### src/rtl/hub75_pkg.sv
// Shared constants, types and helpers for the HUB75 line fetch and scan stages.
package hub75_pkg;

  localparam int unsigned COLS       = 64;
  localparam int unsigned ROWS_HALF  = 32;
  localparam int unsigned COLOR_BITS = 4;

  // RGB444 field positions inside a framebuffer word.
  localparam int unsigned R_MSB = 11;
  localparam int unsigned G_MSB = 7;
  localparam int unsigned B_MSB = 3;
  localparam int unsigned R_LSB = R_MSB - COLOR_BITS + 1;
  localparam int unsigned G_LSB = G_MSB - COLOR_BITS + 1;
  localparam int unsigned B_LSB = B_MSB - COLOR_BITS + 1;

  // Bit order of a single-plane pixel {R,G,B} on the shifter side.
  localparam int unsigned RGB_R = 2;
  localparam int unsigned RGB_G = 1;
  localparam int unsigned RGB_B = 0;

  // FIFO entry: {rgb0[2:0], rgb1[2:0], last}.
  localparam int unsigned PAIR_W = 7;

  typedef enum logic [1:0] {
    StIdle,
    StRdTop,
    StRdBot,
    StDrain
  } line_state_e;

  // Pick one bit-plane out of an RGB444 word.
  function automatic logic [2:0] plane_bits(input logic [3*COLOR_BITS-1:0] px,
                                            input logic [$clog2(COLOR_BITS)-1:0] plane);
    logic [3*COLOR_BITS-1:0] sh;
    logic [2:0]              rgb;
    sh         = px >> plane;
    rgb[RGB_R] = sh[R_LSB];
    rgb[RGB_G] = sh[G_LSB];
    rgb[RGB_B] = sh[B_LSB];
    return rgb;
  endfunction

endpackage

### src/rtl/hub75_pair_fifo.sv
// Small synchronous FIFO for single-plane pixel pairs, with occupancy output.
module hub75_pair_fifo #(
  parameter int unsigned Depth = 2,
  parameter int unsigned Width = 7,
  localparam int unsigned CntW = $clog2(Depth + 1),
  localparam int unsigned PtrW = (Depth > 1) ? $clog2(Depth) : 1
) (
  input  logic             clk_i,
  input  logic             rst_i,
  input  logic             push_i,
  input  logic [Width-1:0] data_i,
  input  logic             pop_i,
  output logic [Width-1:0] data_o,
  output logic             empty_o,
  output logic [CntW-1:0]  count_o
);

  logic [Width-1:0] mem_q [Depth];
  logic [PtrW-1:0]  wr_ptr_q, rd_ptr_q;
  logic [CntW-1:0]  count_q;
  logic             do_push, do_pop;

  assign do_push = push_i && (count_q != CntW'(Depth));
  assign do_pop  = pop_i && (count_q != '0);

  function automatic logic [PtrW-1:0] ptr_inc(input logic [PtrW-1:0] ptr);
    return (ptr == PtrW'(Depth - 1)) ? '0 : ptr + PtrW'(1);
  endfunction

  // Storage, pointers and occupancy; reset flushes everything.
  always_ff @(posedge clk_i or posedge rst_i) begin
    if (rst_i) begin
      wr_ptr_q <= '0;
      rd_ptr_q <= '0;
      count_q  <= '0;
      for (int i = 0; i < int'(Depth); i++) mem_q[i] <= '0;
    end else begin
      if (do_push) begin
        mem_q[wr_ptr_q] <= data_i;
        wr_ptr_q        <= ptr_inc(wr_ptr_q);
      end
      if (do_pop) rd_ptr_q <= ptr_inc(rd_ptr_q);
      unique case ({do_push, do_pop})
        2'b10:   count_q <= count_q + CntW'(1);
        2'b01:   count_q <= count_q - CntW'(1);
        default: count_q <= count_q;
      endcase
    end
  end

  assign data_o  = mem_q[rd_ptr_q];
  assign empty_o = (count_q == '0);
  assign count_o = count_q;

endmodule

### src/rtl/hub75_line_fetch.sv
// Fetches one HUB75 line (top and bottom half) from the framebuffer, extracts a
// bit-plane and streams pixel pairs to the shifter through a credit-guarded FIFO.
module hub75_line_fetch #(
  parameter int unsigned COLS       = 64,
  parameter int unsigned ROWS_HALF  = 32,
  parameter int unsigned COLOR_BITS = 4,
  parameter int unsigned FIFO_DEPTH = 2,
  localparam int unsigned ColW   = $clog2(COLS),
  localparam int unsigned RowW   = $clog2(ROWS_HALF),
  localparam int unsigned PlaneW = $clog2(COLOR_BITS),
  localparam int unsigned AddrW  = 1 + RowW + ColW,
  localparam int unsigned DataW  = 3 * COLOR_BITS
) (
  input  logic              clk,
  input  logic              rst,
  input  logic              req_valid,
  output logic              req_ready,
  input  logic [RowW-1:0]   req_row,
  input  logic [PlaneW-1:0] req_plane,
  output logic              mem_rd_en,
  output logic [AddrW-1:0]  mem_addr,
  input  logic [DataW-1:0]  mem_rdata,
  output logic              px_valid,
  input  logic              px_ready,
  output logic [2:0]        px_rgb0,
  output logic [2:0]        px_rgb1,
  output logic              px_last,
  output logic              busy
);

  import hub75_pkg::*;

  localparam int unsigned CntW = $clog2(FIFO_DEPTH + 1);

  line_state_e       state_q;
  logic [RowW-1:0]   row_q;
  logic [PlaneW-1:0] plane_q;
  logic [ColW-1:0]   col_q;
  logic              rd_en_q;
  logic [AddrW-1:0]  addr_q;

  logic              top_pend_q, bot_pend_q, last_pend_q;
  logic [DataW-1:0]  top_hold_q;
  logic [CntW-1:0]   inflight_q, inflight_d;

  logic [CntW-1:0]   fifo_count, count_next;
  logic [CntW:0]     commit_next;
  logic              fifo_empty;
  logic [PAIR_W-1:0] push_data, head;
  logic              push, pop, credit_next, col_last, inflight_inc;

  assign col_last     = (col_q == ColW'(COLS - 1));
  assign push         = bot_pend_q;
  assign pop          = !fifo_empty && px_ready;
  assign inflight_inc = (state_q == StRdBot);

  // Next-cycle occupancy: a read may only be issued if the pair it starts still fits.
  always_comb begin
    inflight_d = inflight_q;
    unique case ({inflight_inc, push})
      2'b10:   inflight_d = inflight_q + CntW'(1);
      2'b01:   inflight_d = inflight_q - CntW'(1);
      default: inflight_d = inflight_q;
    endcase
    count_next = fifo_count;
    unique case ({push, pop})
      2'b10:   count_next = fifo_count + CntW'(1);
      2'b01:   count_next = fifo_count - CntW'(1);
      default: count_next = fifo_count;
    endcase
    commit_next = {1'b0, count_next} + {1'b0, inflight_d};
    credit_next = (commit_next < (CntW + 1)'(FIFO_DEPTH));
  end

  // Line FSM with registered read strobe and address; credit is pre-evaluated
  // for the cycle in which the top read would go out.
  always_ff @(posedge clk or posedge rst) begin
    if (rst) begin
      state_q <= StIdle;
      row_q   <= '0;
      plane_q <= '0;
      col_q   <= '0;
      rd_en_q <= 1'b0;
      addr_q  <= '0;
    end else begin
      unique case (state_q)
        StIdle: begin
          rd_en_q <= 1'b0;
          if (req_valid) begin
            row_q   <= req_row;
            plane_q <= req_plane;
            col_q   <= '0;
            state_q <= StRdTop;
            rd_en_q <= credit_next;
            addr_q  <= {1'b0, req_row, ColW'(0)};
          end
        end
        StRdTop: begin
          if (rd_en_q) begin
            state_q <= StRdBot;
            addr_q  <= {1'b1, row_q, col_q};
          end else begin
            rd_en_q <= credit_next;
          end
        end
        StRdBot: begin
          if (col_last) begin
            state_q <= StDrain;
            rd_en_q <= 1'b0;
          end else begin
            col_q   <= col_q + ColW'(1);
            state_q <= StRdTop;
            rd_en_q <= credit_next;
            addr_q  <= {1'b0, row_q, col_q + ColW'(1)};
          end
        end
        StDrain: begin
          // Only the final pair carries last, so its pop means the line is done.
          if (pop && head[0]) state_q <= StIdle;
        end
        default: state_q <= StIdle;
      endcase
    end
  end

  // Read-return tracking: capture top data, then push the pair with the bottom data.
  always_ff @(posedge clk or posedge rst) begin
    if (rst) begin
      top_pend_q  <= 1'b0;
      bot_pend_q  <= 1'b0;
      last_pend_q <= 1'b0;
      top_hold_q  <= '0;
      inflight_q  <= '0;
    end else begin
      top_pend_q  <= (state_q == StRdTop) && rd_en_q;
      bot_pend_q  <= (state_q == StRdBot);
      last_pend_q <= (state_q == StRdBot) && col_last;
      if (top_pend_q) top_hold_q <= mem_rdata;
      inflight_q  <= inflight_d;
    end
  end

  assign push_data = {plane_bits(top_hold_q, plane_q), plane_bits(mem_rdata, plane_q),
                      last_pend_q};

  hub75_pair_fifo #(
    .Depth(FIFO_DEPTH),
    .Width(PAIR_W)
  ) u_fifo (
    .clk_i  (clk),
    .rst_i  (rst),
    .push_i (push),
    .data_i (push_data),
    .pop_i  (pop),
    .data_o (head),
    .empty_o(fifo_empty),
    .count_o(fifo_count)
  );

  assign req_ready = (state_q == StIdle);
  assign busy      = (state_q != StIdle);
  assign mem_rd_en = rd_en_q;
  assign mem_addr  = addr_q;
  assign px_valid  = !fifo_empty;
  // Present zeros when nothing is queued so stale entries never leak out.
  assign px_rgb0   = fifo_empty ? 3'b000 : head[6:4];
  assign px_rgb1   = fifo_empty ? 3'b000 : head[3:1];
  assign px_last   = fifo_empty ? 1'b0 : head[0];

endmodule
### config.mk
export PLATFORM = sky130hd
export DESIGN_NAME = hub75_line_fetch
export DESIGN_NICKNAME = d
export VERILOG_FILES = /design/src/rtl/hub75_pkg.sv /design/src/rtl/hub75_pair_fifo.sv /design/src/rtl/hub75_line_fetch.sv
export SDC_FILE = /design/constraint.sdc
export NUM_CORES = 1
export LEC_CHECK = 0
export CAP_MARGIN = 10
export CORE_MARGIN = 10
export CORE_UTILIZATION = 55
export DETAILED_ROUTE_END_ITERATION = 6
export PLACE_DENSITY = 0.8
export SYNTH_ARGS = -nofsm -noshare
export SYNTH_HDL_FRONTEND = slang
export SYNTH_HIERARCHICAL = 1
export SYNTH_SLANG_ARGS = --single-unit
### constraint.sdc
create_clock -name clk -period 3.12 [get_ports clk]
set_input_delay 0.468 -clock clk [delete_from_list [all_inputs] [get_ports clk]]
set_output_delay 0.468 -clock clk [all_outputs]
set_load 0.01 [all_outputs]
==> results.sh <==
export IMPL_final_nets=348
export IMPL_boundaryPins=46
export IMPL_slew_violations=0
export IMPL_initialDrtViolationCount=228
export IMPL_gp_congestion=0.854
export IMPL_post_route_min_period_ps=2730
export IMPL_yosysWarnings=6
export IMPL_synth_top_area_cell="dfrtp_1"
export IMPL_cp_end_kind="flop"
export IMPL_cp_arrival_ps=2950
export IMPL_cts_resized_gates=0
export IMPL_drive_gt1_share_pct=23.5
export IMPL_synthToLayoutAreaGrowth_pct=21.6
export IMPL_async_flop_share_pct=100
export IMPL_fmax_mhz=366
export IMPL_dr_max_layer_used="met4"
export IMPL_met3RoutedLength_um=488
export IMPL_startpoint_type="flop"
export IMPL_drt_pass1_iter_count=4
export IMPL_dieArea_um2=9440
export IMPL_cts_sinks=63
export IMPL_cellLeakagePower_nw=1.69
export IMPL_synth_area_um2=3280
export IMPL_slew_headroom_pct=30.5
export IMPL_hold_buffers=0
export IMPL_routedWlPerCell_um=17.4
export IMPL_vias=2264
export IMPL_fin_crit_sh_pct=87.6
export IMPL_antenna_found_initial=0
export IMPL_cts_root_buf="clkbuf_8"
export IMPL_critPathKind="reg2reg"
export IMPL_setup_viol=0
export IMPL_die_w_um=97.2
export IMPL_start_util_pct=56.0
export IMPL_wirelength_mm=6.85
export IMPL_worstSetupStartpoint="state_q[0]$_DFFE_PP0P_"
export IMPL_fill_cells=416
export IMPL_die_h_um=97.2
export IMPL_track_usage_pct=14.8
export IMPL_cap_violations=0
export IMPL_clockBufferDepth=2
export IMPL_place_hpwl_mm=4.92
export IMPL_vias_per_cell=5.75
export IMPL_synth_avg_cell_area_um2=12.2
export IMPL_core_um2=5850
export IMPL_synth_seq_cells=63
export IMPL_yosysSeqAreaShare_pct=48.1
export IMPL_grt_pass1_vias=2382
export IMPL_fin_setup_tns_ps=0
export IMPL_status="finished, final reports clean"
export IMPL_cts_buffers=9
export IMPL_clock_latency_ps=340
export IMPL_peakVddDrop_v=0.000667
export IMPL_multi_input_comb_area_um2=1580
export IMPL_grt_remaining_overflow=0
export IMPL_synth_area_top_cells="dfrtp_1 48%, mux2_2 12%, o21ai_0 4.1%, mux4_2 4.1%, ha_1 3.4%"
export IMPL_drt_antenna_violating_nets=0
export IMPL_cts_tree="yes"
export IMPL_register_area_um2=1580
export IMPL_ys_flop_type="dfrtp_1"
export IMPL_hold_class="reg2reg"
export IMPL_synthDominantCellAreaShare_pct=48.1
export IMPL_grt_max_degree=30
export IMPL_num_rows=28
export IMPL_hp_start="inflight_q[1]$_DFF_PP0_"
export IMPL_finalHoldViolCount=0
export IMPL_powerDensity_nw_per_um2=1090
export IMPL_rsz0062_at_grt="no"
export IMPL_cts_setup_buffers=0
export IMPL_worstReg2RegStart="state_q[0]$_DFFE_PP0P_"
export IMPL_io_buffers=45
export IMPL_worstPathRequired_ps=3340
export IMPL_postSynthCellCount=268
export IMPL_htree_levels=3
export IMPL_skew_ps=8.29
export IMPL_synth_edf_count=0
export IMPL_syn_nets=301
export IMPL_wl_met1_mm=3.03
export IMPL_drc=0
export IMPL_wl_met2_mm=3.25
export IMPL_ys_types=52
export IMPL_diodes=0
export IMPL_grt_pass1_wl_mm=11.7
export IMPL_cp_max_fo=5
export IMPL_path_clk_slew_ps=70
export IMPL_worst_slew_pin_transition_ps=1040
export IMPL_whs_ps=464
-- routing by layer --
layer | vias up | GRT usage, %
met5 | - | 0
met4 | 0 | 5.79
met3 | 9 | 5.19
met2 | 65 | 22.2
met1 | 1129 | 18.9
li1 | 1061 | -
-- synth_stat cells (all sizes together) (2+ instances only) --
cell type,instances
inv,10
nor3,4
a22oi,8
xnor2,9
dfrtp,63
clkbuf,5
a21oi,8
o2bb2ai,2
nand3b,2
and2,3
xor2,4
and3,2
o31ai,3
nand2b,3
ha,9
mux2,41
buf,8
mux4,6
nand2,10
o21ai,27
nor2b,10
nor2,6
nand3,3
clkinv,2
or3,4
-- registers in the layout (all words and copies together), names as in the netlist, 2 cells and up --
register        flops
u_fifo/mem_q       14
mem_addr           12
top_hold_q         12
col_q               6
row_q               5
inflight_q          2
plane_q             2
state_q             2
u_fifo/count_o      2
-- per-stage QoR --
stage,worst slack [ps],total power [mW],util [%],instance area [um2],instances
after floorplan,399,2.96,-,3280,268
after global placement,318,3.50,64.5,3770,379
after detailed placement,271,3.59,64.5,3770,379
after CTS,369,4.38,68.1,3990,394
after global routing,154,4.67,68.1,3990,394
final,386,4.34,68.1,3990,394
-- report_power, final --
part / switching, mW / internal, mW
clock network: 0.299 / 0.468
logic: 0.944 / 1.16
registers: 0.305 / 1.16
-- cell type report --
cell class,instances,share of cell area (%)
Clock inverter,3,1.69
Inverter,12,1.13
Clock buffer,12,3.64
Sequential cell,63,39.5
Timing Repair Buffer,49,12.1
Multi-Input combinational cell,180,39.6
Tap cell,75,2.35
-- cells by family (layout without fill, tap and decap cells) --
| group | after synthesis | after routing | synth area share [%] |
|---|---|---|---|
| AOI/OAI and AO/OA | 59 | 59 | 11.7 |
| xor gates and xnor gates | 13 | 13 | 3.47 |
| DFF | 63 | 63 | 48.1 |
| and+or+nand+nor | 50 | 50 | 9.62 |
| buffers and inverters | 25 | 76 | 3.74 |
| muxes | 48 | 48 | 19.3 |
| adders and majority gates | 10 | 10 | 4.05 |
-- critical path, cell delays in order, from the launching register on --
cell      delay, ps
dfrtp_1         430
inv_1           120
ha_1            180
clkinv_1         90
ha_1            310
nor2_1          140
xor2_1          200
inv_1            80
fa_1            500
a22o_1          210
o311a_1         100
a41oi_1         150
o21ai_0          90
-- layout by cell type (no fill, tap or decap), types with 2 or more instances in the layout --
cell             count
nor3_1               4
o21ai_0             27
xor2_1               4
nand2_1             10
and2_1               3
xnor2_1              9
nor2b_1              9
mux2_2              34
buf_4                4
bufinv_16            2
nand2b_4             2
a21oi_1              8
or3_4                3
o2bb2ai_2            2
o31ai_1              3
a22oi_1              8
clkbuf_1             2
inv_1                8
dfrtp_1             63
clkbuf_8            10
mux4_2               6
clkdlybuf4s50_1     45
clkinv_1             3
nor2_1               6
mux2_4               7
ha_1                 9
nand3_1              3
-- worst paths after layout --
| check | endpoint | slack [ps] | cells after the start |
|---|---|---|---|
| worst min-delay path | inflight_q[1]$_DFF_PP0_ | 460 | 1 |
| min in group asynchronous | u_fifo/wr_ptr_q$_DFFE_PP0N_ | 570 | 2 |
| max in group asynchronous | mem_addr[3]$_DFFE_PP0P_ | 1790 | 3 |
| worst max register to register | mem_rd_en$_DFFE_PP0N_ | 390 | 12 |
| worst min register to register | inflight_q[1]$_DFF_PP0_ | 460 | 1 |
| worst max-delay path | mem_rd_en$_DFFE_PP0N_ | 390 | 12 |
Power figures use the tool's default switching activity.
